===== src/rtl/level_sequencer_pkg.sv =====
// level_sequencer_pkg: shared state encoding, counter width and per-level spawn table.
package level_sequencer_pkg;
  localparam int CNT_W = 8;
  localparam int COORD_W = 10;
  typedef enum logic [2:0] {
    S_IDLE     = 3'd0,
    S_PLAY     = 3'd1,
    S_DYING    = 3'd2,
    S_TRANS    = 3'd3,
    S_WIN      = 3'd4,
    S_GAMEOVER = 3'd5
  } state_t;
  // Element [0] is the rightmost entry: level 0 spawns at (304,220).
  localparam logic [7:0][COORD_W-1:0] SPAWN_X = {
    10'd480, 10'd160, 10'd320, 10'd560, 10'd80, 10'd520, 10'd120, 10'd304
  };
  localparam logic [7:0][COORD_W-1:0] SPAWN_Y = {
    10'd240, 10'd60, 10'd400, 10'd100, 10'd120, 10'd380, 10'd380, 10'd220
  };
endpackage


===== src/rtl/level_sequencer_if.sv =====
// level_sequencer_if: game-event inputs and sequencer status outputs.
interface level_sequencer_if;
  import level_sequencer_pkg::*;
  logic start;
  logic death_evt;
  logic exit_evt;
  logic chkpt_evt;
  logic [COORD_W-1:0] chkpt_x;
  logic [COORD_W-1:0] chkpt_y;
  logic [2:0] level;
  logic [COORD_W-1:0] spawn_x;
  logic [COORD_W-1:0] spawn_y;
  logic respawn;
  logic freeze;
  logic [1:0] lives;
  logic [2:0] state;
  logic game_won;
  logic game_over;
  modport master (
    output start, death_evt, exit_evt, chkpt_evt, chkpt_x, chkpt_y,
    input  level, spawn_x, spawn_y, respawn, freeze, lives, state, game_won, game_over
  );
  modport slave (
    input  start, death_evt, exit_evt, chkpt_evt, chkpt_x, chkpt_y,
    output level, spawn_x, spawn_y, respawn, freeze, lives, state, game_won, game_over
  );
endinterface


===== src/rtl/level_sequencer_spawn_rom.sv =====
// spawn_rom: combinational level -> spawn centre lookup.
module spawn_rom
  import level_sequencer_pkg::*;
(
  input  logic [2:0]         level,
  output logic [COORD_W-1:0] x,
  output logic [COORD_W-1:0] y
);
  assign x = SPAWN_X[level];
  assign y = SPAWN_Y[level];
endmodule


===== src/rtl/level_sequencer.sv =====
// level_sequencer: game-flow FSM tracking level, lives, checkpoints and respawn timing.
module level_sequencer
  import level_sequencer_pkg::*;
#(
  parameter int NUM_LEVELS = 8,
  parameter int LIVES_INIT = 3,
  parameter int DEATH_HOLD = 60,
  parameter int TRANS_HOLD = 30
) (
  input logic clk,
  input logic rst,
  level_sequencer_if.slave bus
);
  state_t state;
  logic [2:0] level, lvl_n;
  logic [1:0] lives;
  logic [CNT_W-1:0] cnt;
  logic start_q, respawn, freeze, game_won, game_over;
  logic cp_valid, cv_n;
  logic [COORD_W-1:0] cp_x, cp_y, cx_n, cy_n, rom_x, rom_y, spawn_x, spawn_y;
  logic idle_like, go, play, d, e, c, adv;
  always_comb begin
    idle_like = !(state inside {S_PLAY, S_DYING, S_TRANS});
    go = idle_like && bus.start && !start_q;
    play = state == S_PLAY;
    d = play && bus.death_evt;
    e = play && !bus.death_evt && bus.exit_evt;
    c = play && !bus.death_evt && !bus.exit_evt && bus.chkpt_evt;
    adv = e && (level < 3'(NUM_LEVELS - 1));
    lvl_n = go ? 3'd0 : adv ? level + 3'd1 : level;
    cv_n = (go || adv) ? 1'b0 : c ? 1'b1 : cp_valid;
    cx_n = c ? bus.chkpt_x : cp_x;
    cy_n = c ? bus.chkpt_y : cp_y;
  end
  // Looked up on the next level so spawn is already correct on the respawn cycle.
  spawn_rom u_rom (.level(lvl_n), .x(rom_x), .y(rom_y));
  always_ff @(posedge clk or posedge rst) begin
    if (rst) begin
      state <= S_IDLE;
      level <= '0;
      lives <= 2'(LIVES_INIT);
      cnt <= '0;
      start_q <= 1'b0;
      respawn <= 1'b0;
      freeze <= 1'b1;
      game_won <= 1'b0;
      game_over <= 1'b0;
      cp_valid <= 1'b0;
      cp_x <= '0;
      cp_y <= '0;
      spawn_x <= SPAWN_X[0];
      spawn_y <= SPAWN_Y[0];
    end else begin
      start_q <= bus.start;
      respawn <= 1'b0;
      level <= lvl_n;
      cp_valid <= cv_n;
      cp_x <= cx_n;
      cp_y <= cy_n;
      spawn_x <= cv_n ? cx_n : rom_x;
      spawn_y <= cv_n ? cy_n : rom_y;
      case (state)
        S_PLAY: begin
          if (d) begin
            lives <= (lives == 2'd0) ? 2'd0 : lives - 2'd1;
            freeze <= 1'b1;
            if (lives <= 2'd1) begin
              state <= S_GAMEOVER;
              game_over <= 1'b1;
            end else begin
              state <= S_DYING;
              cnt <= CNT_W'(DEATH_HOLD - 1);
            end
          end else if (e) begin
            freeze <= 1'b1;
            if (adv) begin
              state <= S_TRANS;
              cnt <= CNT_W'(TRANS_HOLD - 1);
            end else begin
              state <= S_WIN;
              game_won <= 1'b1;
            end
          end
        end
        S_DYING, S_TRANS: begin
          if (cnt == '0) begin
            state <= S_PLAY;
            respawn <= 1'b1;
            freeze <= 1'b0;
          end else
            cnt <= cnt - 1'b1;
        end
        default: begin
          if (go) begin
            state <= S_PLAY;
            lives <= 2'(LIVES_INIT);
            respawn <= 1'b1;
            freeze <= 1'b0;
            game_won <= 1'b0;
            game_over <= 1'b0;
          end
        end
      endcase
    end
  end
  assign bus.level = level;
  assign bus.spawn_x = spawn_x;
  assign bus.spawn_y = spawn_y;
  assign bus.respawn = respawn;
  assign bus.freeze = freeze;
  assign bus.lives = lives;
  assign bus.state = state;
  assign bus.game_won = game_won;
  assign bus.game_over = game_over;
endmodule


===== src/flat_wrapper.sv =====
// flat-port wrapper written by rule: the top's interface ports become plain ports
module level_sequencer_flat import level_sequencer_pkg::*;
#(
  parameter int NUM_LEVELS = 8,
  parameter int LIVES_INIT = 3,
  parameter int DEATH_HOLD = 60,
  parameter int TRANS_HOLD = 30
)
  (clk, rst, bus_start, bus_death_evt, bus_exit_evt, bus_chkpt_evt, bus_chkpt_x, bus_chkpt_y, bus_level, bus_spawn_x, bus_spawn_y, bus_respawn, bus_freeze, bus_lives, bus_state, bus_game_won, bus_game_over);
  level_sequencer_if bus_i ();
  input logic clk;
  input logic rst;
  input wire logic [$bits(bus_i.start)-1:0] bus_start;
  input wire logic [$bits(bus_i.death_evt)-1:0] bus_death_evt;
  input wire logic [$bits(bus_i.exit_evt)-1:0] bus_exit_evt;
  input wire logic [$bits(bus_i.chkpt_evt)-1:0] bus_chkpt_evt;
  input wire logic [$bits(bus_i.chkpt_x)-1:0] bus_chkpt_x;
  input wire logic [$bits(bus_i.chkpt_y)-1:0] bus_chkpt_y;
  output wire logic [$bits(bus_i.level)-1:0] bus_level;
  output wire logic [$bits(bus_i.spawn_x)-1:0] bus_spawn_x;
  output wire logic [$bits(bus_i.spawn_y)-1:0] bus_spawn_y;
  output wire logic [$bits(bus_i.respawn)-1:0] bus_respawn;
  output wire logic [$bits(bus_i.freeze)-1:0] bus_freeze;
  output wire logic [$bits(bus_i.lives)-1:0] bus_lives;
  output wire logic [$bits(bus_i.state)-1:0] bus_state;
  output wire logic [$bits(bus_i.game_won)-1:0] bus_game_won;
  output wire logic [$bits(bus_i.game_over)-1:0] bus_game_over;
  assign bus_i.start = bus_start;
  assign bus_i.death_evt = bus_death_evt;
  assign bus_i.exit_evt = bus_exit_evt;
  assign bus_i.chkpt_evt = bus_chkpt_evt;
  assign bus_i.chkpt_x = bus_chkpt_x;
  assign bus_i.chkpt_y = bus_chkpt_y;
  assign bus_level = bus_i.level;
  assign bus_spawn_x = bus_i.spawn_x;
  assign bus_spawn_y = bus_i.spawn_y;
  assign bus_respawn = bus_i.respawn;
  assign bus_freeze = bus_i.freeze;
  assign bus_lives = bus_i.lives;
  assign bus_state = bus_i.state;
  assign bus_game_won = bus_i.game_won;
  assign bus_game_over = bus_i.game_over;
  level_sequencer #(.NUM_LEVELS(NUM_LEVELS), .LIVES_INIT(LIVES_INIT), .DEATH_HOLD(DEATH_HOLD), .TRANS_HOLD(TRANS_HOLD)) u_core (.clk(clk), .rst(rst), .bus(bus_i));
endmodule

===== config.mk =====
export PLATFORM = sky130hd
export DESIGN_NAME = level_sequencer_flat
export DESIGN_NICKNAME = d
export VERILOG_FILES = /design/src/rtl/level_sequencer_pkg.sv /design/src/rtl/level_sequencer_if.sv /design/src/rtl/level_sequencer_spawn_rom.sv /design/src/rtl/level_sequencer.sv /design/src/flat_wrapper.sv
export SDC_FILE = /design/constraint.sdc
export NUM_CORES = 1
export LEC_CHECK = 0
export ABC_AREA = 1
export CAP_MARGIN = 20
export CORE_MARGIN = 2
export CORE_UTILIZATION = 47
export DETAILED_ROUTE_END_ITERATION = 12
export MAX_ROUTING_LAYER = met4
export PLACE_DENSITY = 0.75
export SLEW_MARGIN = 20
export SYNTH_ARGS = -nofsm -noshare
export SYNTH_HDL_FRONTEND = slang
export SYNTH_HIERARCHICAL = 1
export SYNTH_SLANG_ARGS = --single-unit

===== constraint.sdc =====
create_clock -name clk -period 4.63 [get_ports clk]
set_clock_uncertainty 0.05 [all_clocks]
set_input_delay 0.6945 -clock clk [delete_from_list [all_inputs] [get_ports clk]]
set_output_delay 0.6945 -clock clk [all_outputs]
set_load 0.02 [all_outputs]

Yosys cells after proc, flatten, opt, wreduce, memory -nomap -nowiden

Memory sizes are Yosys's and may differ from the RTL's.
Index checks and enable logic that the tools add are counted.
Widths: inputs -> output; s select.

Input bits: 26
Memory bits (read-only): 160
Register bits: 62
Memories: 2
Word-level logic and storage cells: 103
Output and inout bits: 32

Memory list:

| memory          | depth | bits a word | read ports | clocked after memory_dff | write ports | RTL line                        | RTL |
|---|---|---|---|---|---|---|---|
| (no name shown) | 8     | 10          | 1          | 0                        | 0           | level_sequencer_spawn_rom.sv:10 | `assign y = SPAWN_Y[level];` |
| (no name shown) | 8     | 10          | 1          | 0                        | 0           | level_sequencer_spawn_rom.sv:9  | `assign x = SPAWN_X[level];` |

$add $sub $neg: 3
Order comparisons: 3
Eq/ne operators: 13
Reduce and logical (&&, ||, !) cells: 25
Bitwise operators: 1
Multiplexer cells: 42

Operator list:

| kind                | number |
|---|---|
| $mux 10             | 6 |
| $mux 8              | 5 |
| $mux 3              | 8 |
| $pmux 8 s2          | 1 |
| $mux 1              | 13 |
| $ne 2x2->1 const B  | 6 |
| $reduce_and 5->1    | 2 |
| $ne 3x3->1 const B  | 3 |
| $logic_and 1x1->1   | 8 |
| $logic_not 8->1     | 1 |
| $pmux 1 s2          | 4 |
| $sub 8x1->8 const B | 1 |
| $eq 3x2->1 const B  | 2 |
| $mux 2              | 3 |
| $pmux 3 s2          | 1 |
| $reduce_and 3->1    | 2 |
| $reduce_bool 3->1   | 2 |
| $logic_not 1->1     | 4 |
| $lt 3x4->1 const B  | 1 |
| $pmux 2 s2          | 1 |
| $reduce_and 4->1    | 1 |
| $reduce_bool 2->1   | 2 |
| $add 3x1->3 const B | 1 |
| $eq 3x1->1 const B  | 1 |
| other kinds (8)     | 8 |

Depth between registers and ports, before layout

Gate-level depths: netlist of run 1.

Depth after elaboration: 9
Gate-level depth with buffers: 14
Gate-level depth less buffers: 14

Cells and area by module

The synthesis of run 1 kept the hierarchy.

Modules (own cells, without submodules):

| module          | area an instance (um2) | times used | cells an instance | seq. area each (um2) |
|---|---|---|---|---|
| level_sequencer | 2920.3                 | 1          | 349               | 1565.3 |
| spawn_rom       | 296.5                  | 1          | 49                | 0.0 |

Worst setup path before layout of run 1

Ideal clock, no wire load.

Path type: input to register
Start point: in bus_death_evt
End point: reg u_core.spawn_y[8] (netlist: u_core/bus.spawn_y[8])
Library setup time: 117 ps
Required time: 4463 ps
Buffers on the path: 0
Setup slack: 2185 ps
Arrival time: 2277 ps
Stages on the path: 11
Cell sequence: inv_1 > nand4_1 > inv_1 > o21ai_0 > a21oi_1 > inv_1 > ha_1 > nand2_4 > nand2_2 > nand2_1 > nand2_1

Cells in the longest elaborated chain, start to end: 9
Elaborated cells on any way between the ends: 15
Classes of those cells: mux (7); reduce/logical (7); memory (1)

RTL lines:

| what                           | RTL line                        | RTL |
|---|---|---|
| from (decl)                    | flat_wrapper.sv:14              | `input wire logic [$bits(bus_i.death_evt)-1:0] bus_death_evt;` |
| $logic_not 1->1                | level_sequencer.sv:27           | `e = play && !bus.death_evt && bus.exit_evt;` |
| $logic_and 1x1->1 (2 in a row) | level_sequencer.sv:27           |  |
| $logic_and 1x1->1              | level_sequencer.sv:29           | `adv = e && (level < 3'(NUM_LEVELS - 1));` |
| $mux 3 (2 in a row)            | level_sequencer.sv:30           | `lvl_n = go ? 3'd0 : adv ? level + 3'd1 : level;` |
| named net u_core.lvl_n[0]      | level_sequencer.sv:15           | `logic [2:0] level, lvl_n;` |
| $mem_v2 8x10                   | n/a                             |  |
| $mux 10 (implied by the code)  | level_sequencer_spawn_rom.sv:10 |  |
| named net u_core.rom_y[8]      | level_sequencer.sv:20           | `logic [COORD_W-1:0] cp_x, cp_y, cx_n, cy_n, rom_x, rom_y, spawn_x, spawn_y;` |
| $mux 10                        | level_sequencer.sv:61           | `spawn_y <= cv_n ? cy_n : rom_y;` |
| to (signal assigned)           | level_sequencer.sv:52           | `spawn_y <= SPAWN_Y[0];` |
| to (signal assigned)           | level_sequencer.sv:61           |  |
| to (decl)                      | level_sequencer.sv:20           |  |

The timed path passes the listed nets, and every way through them passes these cells. The select of a mux whose other input is x is not followed.
A chain may end at the register's enable or synchronous reset.

Worst setup path in the final report of run 1

Start point: in bus_exit_evt
End point: reg u_core.spawn_x[9] (netlist: u_core/bus.spawn_x[9])

Cells in the longest elaborated chain, start to end: 7
Elaborated cells on any way between the ends: 14
Classes of those cells: mux (7); reduce/logical (6); memory (1)

RTL lines:

| what                          | RTL line                       | RTL |
|---|---|---|
| from (decl)                   | flat_wrapper.sv:15             | `input wire logic [$bits(bus_i.exit_evt)-1:0] bus_exit_evt;` |
| $logic_and 1x1->1             | level_sequencer.sv:27          |  |
| $logic_and 1x1->1             | level_sequencer.sv:29          |  |
| $mux 3 (2 in a row)           | level_sequencer.sv:30          |  |
| $mem_v2 8x10                  | n/a                            |  |
| $mux 10 (implied by the code) | level_sequencer_spawn_rom.sv:9 |  |
| $mux 10 *                     | level_sequencer.sv:60          | `spawn_x <= cv_n ? cx_n : rom_x;` |
| to (signal assigned)          | level_sequencer.sv:51          | `spawn_x <= SPAWN_X[0];` |
| to (signal assigned)          | level_sequencer.sv:60          |  |
| to (decl)                     | level_sequencer.sv:20          |  |

Mark *: on every way between the ends. The rest lies on a longest branch, timed or not. The select of a mux whose other input is x is not followed.

==> results.sh, run 1 <==
export IMPL_critPathKind="in2reg"
export IMPL_p_per_area_nw_per_um2=723
export IMPL_antenna_left=0
export IMPL_cts_tree="built"
export IMPL_rsz0062_at_grt="no"
export IMPL_synth_seq_cells=62
export IMPL_cts_buffer_depth=2
export IMPL_syn2layout_area_growth_pct=24.2
export IMPL_internal_power_mw=1.67
export IMPL_seq_power_share_pct=32.3
export IMPL_drc_errors=0
export IMPL_grt_max_degree=37
export IMPL_portBuffers=57
export IMPL_grt_overflow_total=0
export IMPL_gp_congestion=0.837
export IMPL_synth_most_common_cell="nand2_1"
export IMPL_insertion_delay_ns=0.35
export IMPL_clockRootBuffer="clkbuf_8"
export IMPL_swShare_pct=42.1
export IMPL_crit_path_start_kind="primary input"
export IMPL_place_inst=520
export IMPL_setup_tns_ns=0
export IMPL_drive_above_1_share_pct=12.3
export IMPL_async_flop_share_pct=100
export IMPL_max_freq_ghz=0.327
export IMPL_worstReg2RegStart="u_core/bus.state[1]"
export IMPL_power_leakage_nw=2.06
export IMPL_pwr_share_clk_pct=18.7
export IMPL_via_count=2750
export IMPL_hold_class="reg2reg"
export IMPL_initial_core_util_pct=47.9
export IMPL_finalCriticalPeriod_ns=3.06
export IMPL_hpwl_mm=5.34
export IMPL_synth_top_area_share_pct=39.7
export IMPL_seq_area_frac_synth_pct=48.7
export IMPL_n_antenna_cell=0
export IMPL_cap_violations=0
export IMPL_clkTransAtPathRegs_ns=0.07
export IMPL_synth_cell_area_um2=3220
export IMPL_antenna_found_initial=0
export IMPL_htree_levels=3
export IMPL_slew_headroom_pct=29.0
export IMPL_drv_slew=0
export IMPL_switching_power_mw=1.22
export IMPL_synthTopCellsByArea="dfrtp_1, nand2_1, dfstp_2"
export IMPL_tightestPinTransition_ns=1.06
export IMPL_wl_mm=7.37
export IMPL_dr_pass1_iters=4
export IMPL_ys_warn_count=6
export IMPL_synth_ff_type="dfrtp_1"
export IMPL_routed_via_density=5.13
export IMPL_critical_path_required_ns=4.81
export IMPL_std_cell_rows=30
export IMPL_cts_buffers=9
export IMPL_cts_repair_resized=0
export IMPL_synthTopCellsByCount="nand2_1, dfrtp_1, inv_1, nand3_1, nand4_1"
export IMPL_arrival_ns=3.24
export IMPL_post_drt_wl_per_cell_um=13.7
export IMPL_crit_path_start="bus_exit_evt"
export IMPL_hold_viol_final=0
export IMPL_critPathMaxFanout=24
export IMPL_status="complete, no violations"
export IMPL_ys_types=29
export IMPL_clock_sinks=62
export IMPL_hold_buffers=0
export IMPL_drt_iter0_markers=152
export IMPL_max_vdd_ir_drop_uv=411
export IMPL_nets=486
export IMPL_die_x_um=86.7
export IMPL_crit_path_end="u_core/bus.spawn_x[9]"
export IMPL_die_area_um2=7520
export IMPL_regToRegEndpoint="u_core/bus.spawn_x[5]"
export IMPL_cp_end_kind="flip-flop"
export IMPL_grt_pass1_wl_mm=12.2
export IMPL_core_um2=6720
export IMPL_track_usage_pct=22.0
export IMPL_layout_cells_non_filler=536
export IMPL_pwr_share_comb_pct=49.1
export IMPL_finalSetupViolCount=0
export IMPL_cts_setup_buffers=0
export IMPL_yosysTopAreaCell="dfrtp_1"
export IMPL_grt_pass1_vias=2565
export IMPL_syn_inst=398
export IMPL_avgSynthCellArea_um2=8.08
export IMPL_worst_slack_ns=1.57
export IMPL_finalCritPeriodShare_pct=66.1
export IMPL_fp_dieH_um=86.7
export IMPL_design_portCount=58
export IMPL_pre_cts_ws_ns=1.25
export IMPL_synth_enable_flop_cells=0
export IMPL_num_fill_cells=593
export IMPL_fin_util_pct=59.5
export IMPL_rr_worst_depth=9
export IMPL_rrSetupSlack_ns=2.25
[cell type report]
type	count	area (um2)	share of cell area [%]
Clock buffer	12	155	3.88
Multi-Input combinational cell	281	1370	34.2
Tap cell	80	100	2.51
Timing Repair Buffer	60	593	14.8
Sequential cell	62	1570	39.2
Inverter	37	146	3.66
Clock inverter	4	70.1	1.75
[routing by layer]
layer,up-vias,part of all wire [%],track usage (%)
met2,62,49,33.7
li1,1359,-,-
met3,6,4.6,4.76
met1,1323,45,28.8
met5,-,0,-
met4,0,0.98,8.52
[registers in the layout, summed over array words and instances (netlist names)]
name	flops
u_core/start_q	1
u_core/bus.level	3
u_core/bus.spawn_x	10
u_core/cp_valid	1
u_core/bus.state	3
u_core/cp_x	10
u_core/bus.spawn_y	10
u_core/cnt	8
u_core/bus.freeze	1
u_core/bus.respawn	1
u_core/cp_y	10
u_core/bus.game_over	1
u_core/bus.lives	2
u_core/bus.game_won	1
[placed cells by master, fill, tap and decap left out]
cell	instances
clkdlybuf4s50_1	57
o21ai_2	1
or2_2	1
inv_2	5
clkbuf_8	11
o21ai_1	1
o21ai_0	15
nor3_1	1
dfstp_2	11
o21a_1	1
nand3_1	29
nand4_2	1
clkinv_2	2
inv_1	31
nor2_2	1
inv_8	1
conb_1	6
clkbuf_1	1
nand2_2	8
a21oi_1	7
o31ai_1	1
nand2_1	151
nor2_1	17
buf_4	3
nand4_1	22
dfrtp_1	51
bufinv_16	2
nor2_4	4
ha_1	9
nand2_4	2
nand3_2	3
[worst max-delay path, stage by stage]
cell and delay (ns):
clkdlybuf4s50_1 0.44, inv_1 0.57, nand4_2 0.58, nand2_2 0.54
nand2_4 0.22, nand2_1 0.12, nand2_1 0.07
[worst min-delay path by stage]
stage                      startpoint           endpoint  slack (ns)  depth (start not counted)
floorplan              u_core/cp_x[0]     u_core/cp_x[0]        0.39                          2
global placement    u_core/bus.freeze  u_core/bus.freeze        0.40                          2
detailed placement     u_core/cp_x[8]     u_core/cp_x[8]        0.41                          2
CTS                 u_core/bus.freeze  u_core/bus.freeze        0.42                          2
global route        u_core/bus.freeze  u_core/bus.freeze        0.45                          2
finish              u_core/bus.freeze  u_core/bus.freeze        0.42                          2
[power groups by stage]
| stage | Sequential, mW | Clock, mW | Combinational (mW) |
|---|---|---|---|
| final | 0.932 | 0.539 | 1.42 |
| after global routing | 0.958 | 0.584 | 1.60 |
| after CTS | 0.935 | 0.552 | 1.42 |
| after detailed placement | 0.941 | 0 | 1.42 |
| after global placement | 0.938 | 0 | 1.37 |
| after floorplan | 1.07 | 0 | 0.867 |
[per-stage QoR]
| step | hold slack, ns | power (mW) | instance area (um2) |
|---|---|---|---|
| floorplan | 0.388 | 1.94 | 3240 |
| finish | 0.417 | 2.89 | 4000 |
| global route | 0.453 | 3.14 | 4000 |
| global placement | 0.404 | 2.31 | 3770 |
| CTS | 0.424 | 2.91 | 4000 |
| detailed placement | 0.411 | 2.36 | 3770 |
[logic make-up after synthesis]
logic type | share of synthesized area [%]
adder cells (fa/ha/maj) | 3.50
other | 0.117
AO/OA/AOI/OAI | 4.32
buffers and inverters | 9.49
AND/OR/NAND/NOR | 33.9
flip-flops | 48.7
Power figures use the tool's default switching activity.
==> run 2: changes to the inputs <==
Settings changed: PLACE_DENSITY 0.75 to 0.78.
Clock period 4.63 ns to 2.6 ns, I/O delays scaled along.
==> run 2 against run 1 <==
Against the previous run:
- clock-buffer cell count unchanged
- critical path type is now reg2reg
- combinational power increased by 83%
- critical path depth up 4
- flip-flop and latch count stayed put
- utilization up 0.97 points
- worst hold slack got worse by 0.062 ns
- largest cell class unchanged
- clock power grew 57%
- routed wire length rose by 4.3%
- first-iteration DRC count decreased by 27%
- global-route usage increased by 0.49 points
- via count is 2.6% higher
==> results.sh, run 2 (synthesis results as in run 1) <==
export IMPL_hold_buffers=0
export IMPL_dr_pass1_iters=4
export IMPL_antenna_left=0
export IMPL_hold_class="in2async"
export IMPL_crit_path_start_kind="flip-flop"
export IMPL_cts_buffers=9
export IMPL_gp_congestion=0.875
export IMPL_cts_buffer_depth=2
export IMPL_n_antenna_cell=0
export IMPL_post_drt_wl_per_cell_um=14.0
export IMPL_hold_viol_final=0
export IMPL_tightestPinTransition_ns=0.512
export IMPL_cp_top_family="simple AND/OR/NAND/NOR gates"
export IMPL_layout_commonest_cell="nand2_1"
export IMPL_hpwl_mm=5.64
export IMPL_nets=498
export IMPL_core_um2=6720
export IMPL_pre_cts_ws_ns=0.0297
export IMPL_routed_via_density=5.15
export IMPL_die_x_um=86.7
export IMPL_arrival_ns=2.46
export IMPL_clkTransAtPathRegs_ns=0.07
export IMPL_worst_slack_ns=0.326
export IMPL_grt_overflow_total=0
export IMPL_cp_common_cell="inv_1"
export IMPL_slew_headroom_pct=65.8
export IMPL_grt_pass1_vias=2731
export IMPL_cp_end_kind="flip-flop"
export IMPL_critPathMaxFanout=6
export IMPL_rr_worst_depth=11
export IMPL_clock_sinks=62
export IMPL_initial_core_util_pct=47.9
export IMPL_via_count=2822
export IMPL_slowest_delay_ns=0.47
export IMPL_power_leakage_nw=2.11
export IMPL_crit_buf_inv=3
export IMPL_max_freq_ghz=0.440
export IMPL_antenna_found_initial=0
export IMPL_htree_levels=3
export IMPL_hold_slack_ns=0.355
export IMPL_setup_tns_ns=0
export IMPL_path_cells="inv_1, nand4_1, inv_1, o21ai_0, nor2_1, inv_1, ha_1, nand2_4, nand2_2, nand2_1, nand2_1"
export IMPL_cts_repair_resized=0
export IMPL_grt_max_degree=25
export IMPL_max_vdd_ir_drop_uv=529
export IMPL_critical_path_required_ns=2.78
export IMPL_fin_util_pct=60.4
export IMPL_cts_setup_buffers=0
export IMPL_die_area_um2=7520
export IMPL_most_common_layout_cells="nand2_1, clkdlybuf4s50_1, dfrtp_1, inv_1, nand3_1"
export IMPL_portBuffers=57
export IMPL_syn2layout_area_growth_pct=26.2
export IMPL_drc_errors=0
export IMPL_cap_violations=0
export IMPL_drive_above_1_share_pct=14.5
export IMPL_fp_dieH_um=86.7
export IMPL_track_usage_pct=22.5
export IMPL_grt_pass1_wl_mm=12.7
export IMPL_insertion_delay_ns=0.34
export IMPL_design_portCount=58
export IMPL_finalCriticalPeriod_ns=2.27
export IMPL_clockRootBuffer="clkbuf_8"
export IMPL_placed_cell_area_um2=3860
export IMPL_cp_slowest_cell="dfrtp_1"
export IMPL_wl_mm=7.68
export IMPL_std_cell_rows=30
export IMPL_drv_slew=0
export IMPL_rsz0062_at_grt="no"
export IMPL_status="complete, no violations"
export IMPL_finalSetupViolCount=0
export IMPL_critPathKind="reg2reg"
export IMPL_postLayoutCellArea_um2=4060
export IMPL_drt_iter0_markers=111
export IMPL_finalCritPeriodShare_pct=87.5
export IMPL_cp_num_cells=11
export IMPL_cts_tree="built"
export IMPL_p_per_area_nw_per_um2=1260
run 2: worst register-to-register path, cell delays in order, from the launching register on:
cell and delay [ns]:
dfrtp_1 0.47, inv_1 0.12, nand4_1 0.19, inv_1 0.15
o21ai_0 0.08, nor2_1 0.30, inv_1 0.20, ha_1 0.37
nand2_4 0.10, nand2_2 0.04, nand2_1 0.05, nand2_1 0.05
run 2: where the power goes:
group          internal [mW]  switching (mW)  total [mW]
clock network          0.490           0.355       0.845
logic                  0.997            1.60        2.60
registers               1.44           0.226        1.67
run 2: cell type report:
| type | instances | area [um2] |
|---|---|---|
| Sequential cell | 62 | 1570 |
| Timing Repair Buffer | 72 | 683 |
| Inverter | 37 | 146 |
| Fill cell | 580 | 2660 |
| Clock buffer | 12 | 155 |
| Multi-Input combinational cell | 281 | 1370 |
| Clock inverter | 4 | 45.0 |
| Tap cell | 80 | 100 |
run 2: path summary, 6_finish.rpt:
kind	slack, ns	startpoint	end
max reg2reg	0.33	u_core/bus.state[1]	u_core/bus.spawn_y[8]
min	0.35	rst	u_core/bus.spawn_y[1]
min in group clk	0.42	u_core/bus.freeze	u_core/bus.freeze
max in group asynchronous	1.41	rst	u_core/bus.spawn_x[5]
min reg2reg	0.42	u_core/bus.freeze	u_core/bus.freeze
max	0.33	u_core/bus.state[1]	u_core/bus.spawn_y[8]
run 2: metrics by stage:
step,instances,power (mW)
detailed placement,532,4.27
global route,548,5.50
CTS,548,5.14
global placement,532,4.19
finish,548,5.11
floorplan,403,3.45
run 2: metal layers:
layer	up-vias	wire length (um)	GRT usage [%]	part of all wire (%)
li1	1385	-	-	-
met1	1346	3260	27.4	42
met2	74	3930	36.2	51
met3	17	338	5.43	4.4
met4	0	156	9.09	2.0
met5	-	0	-	0
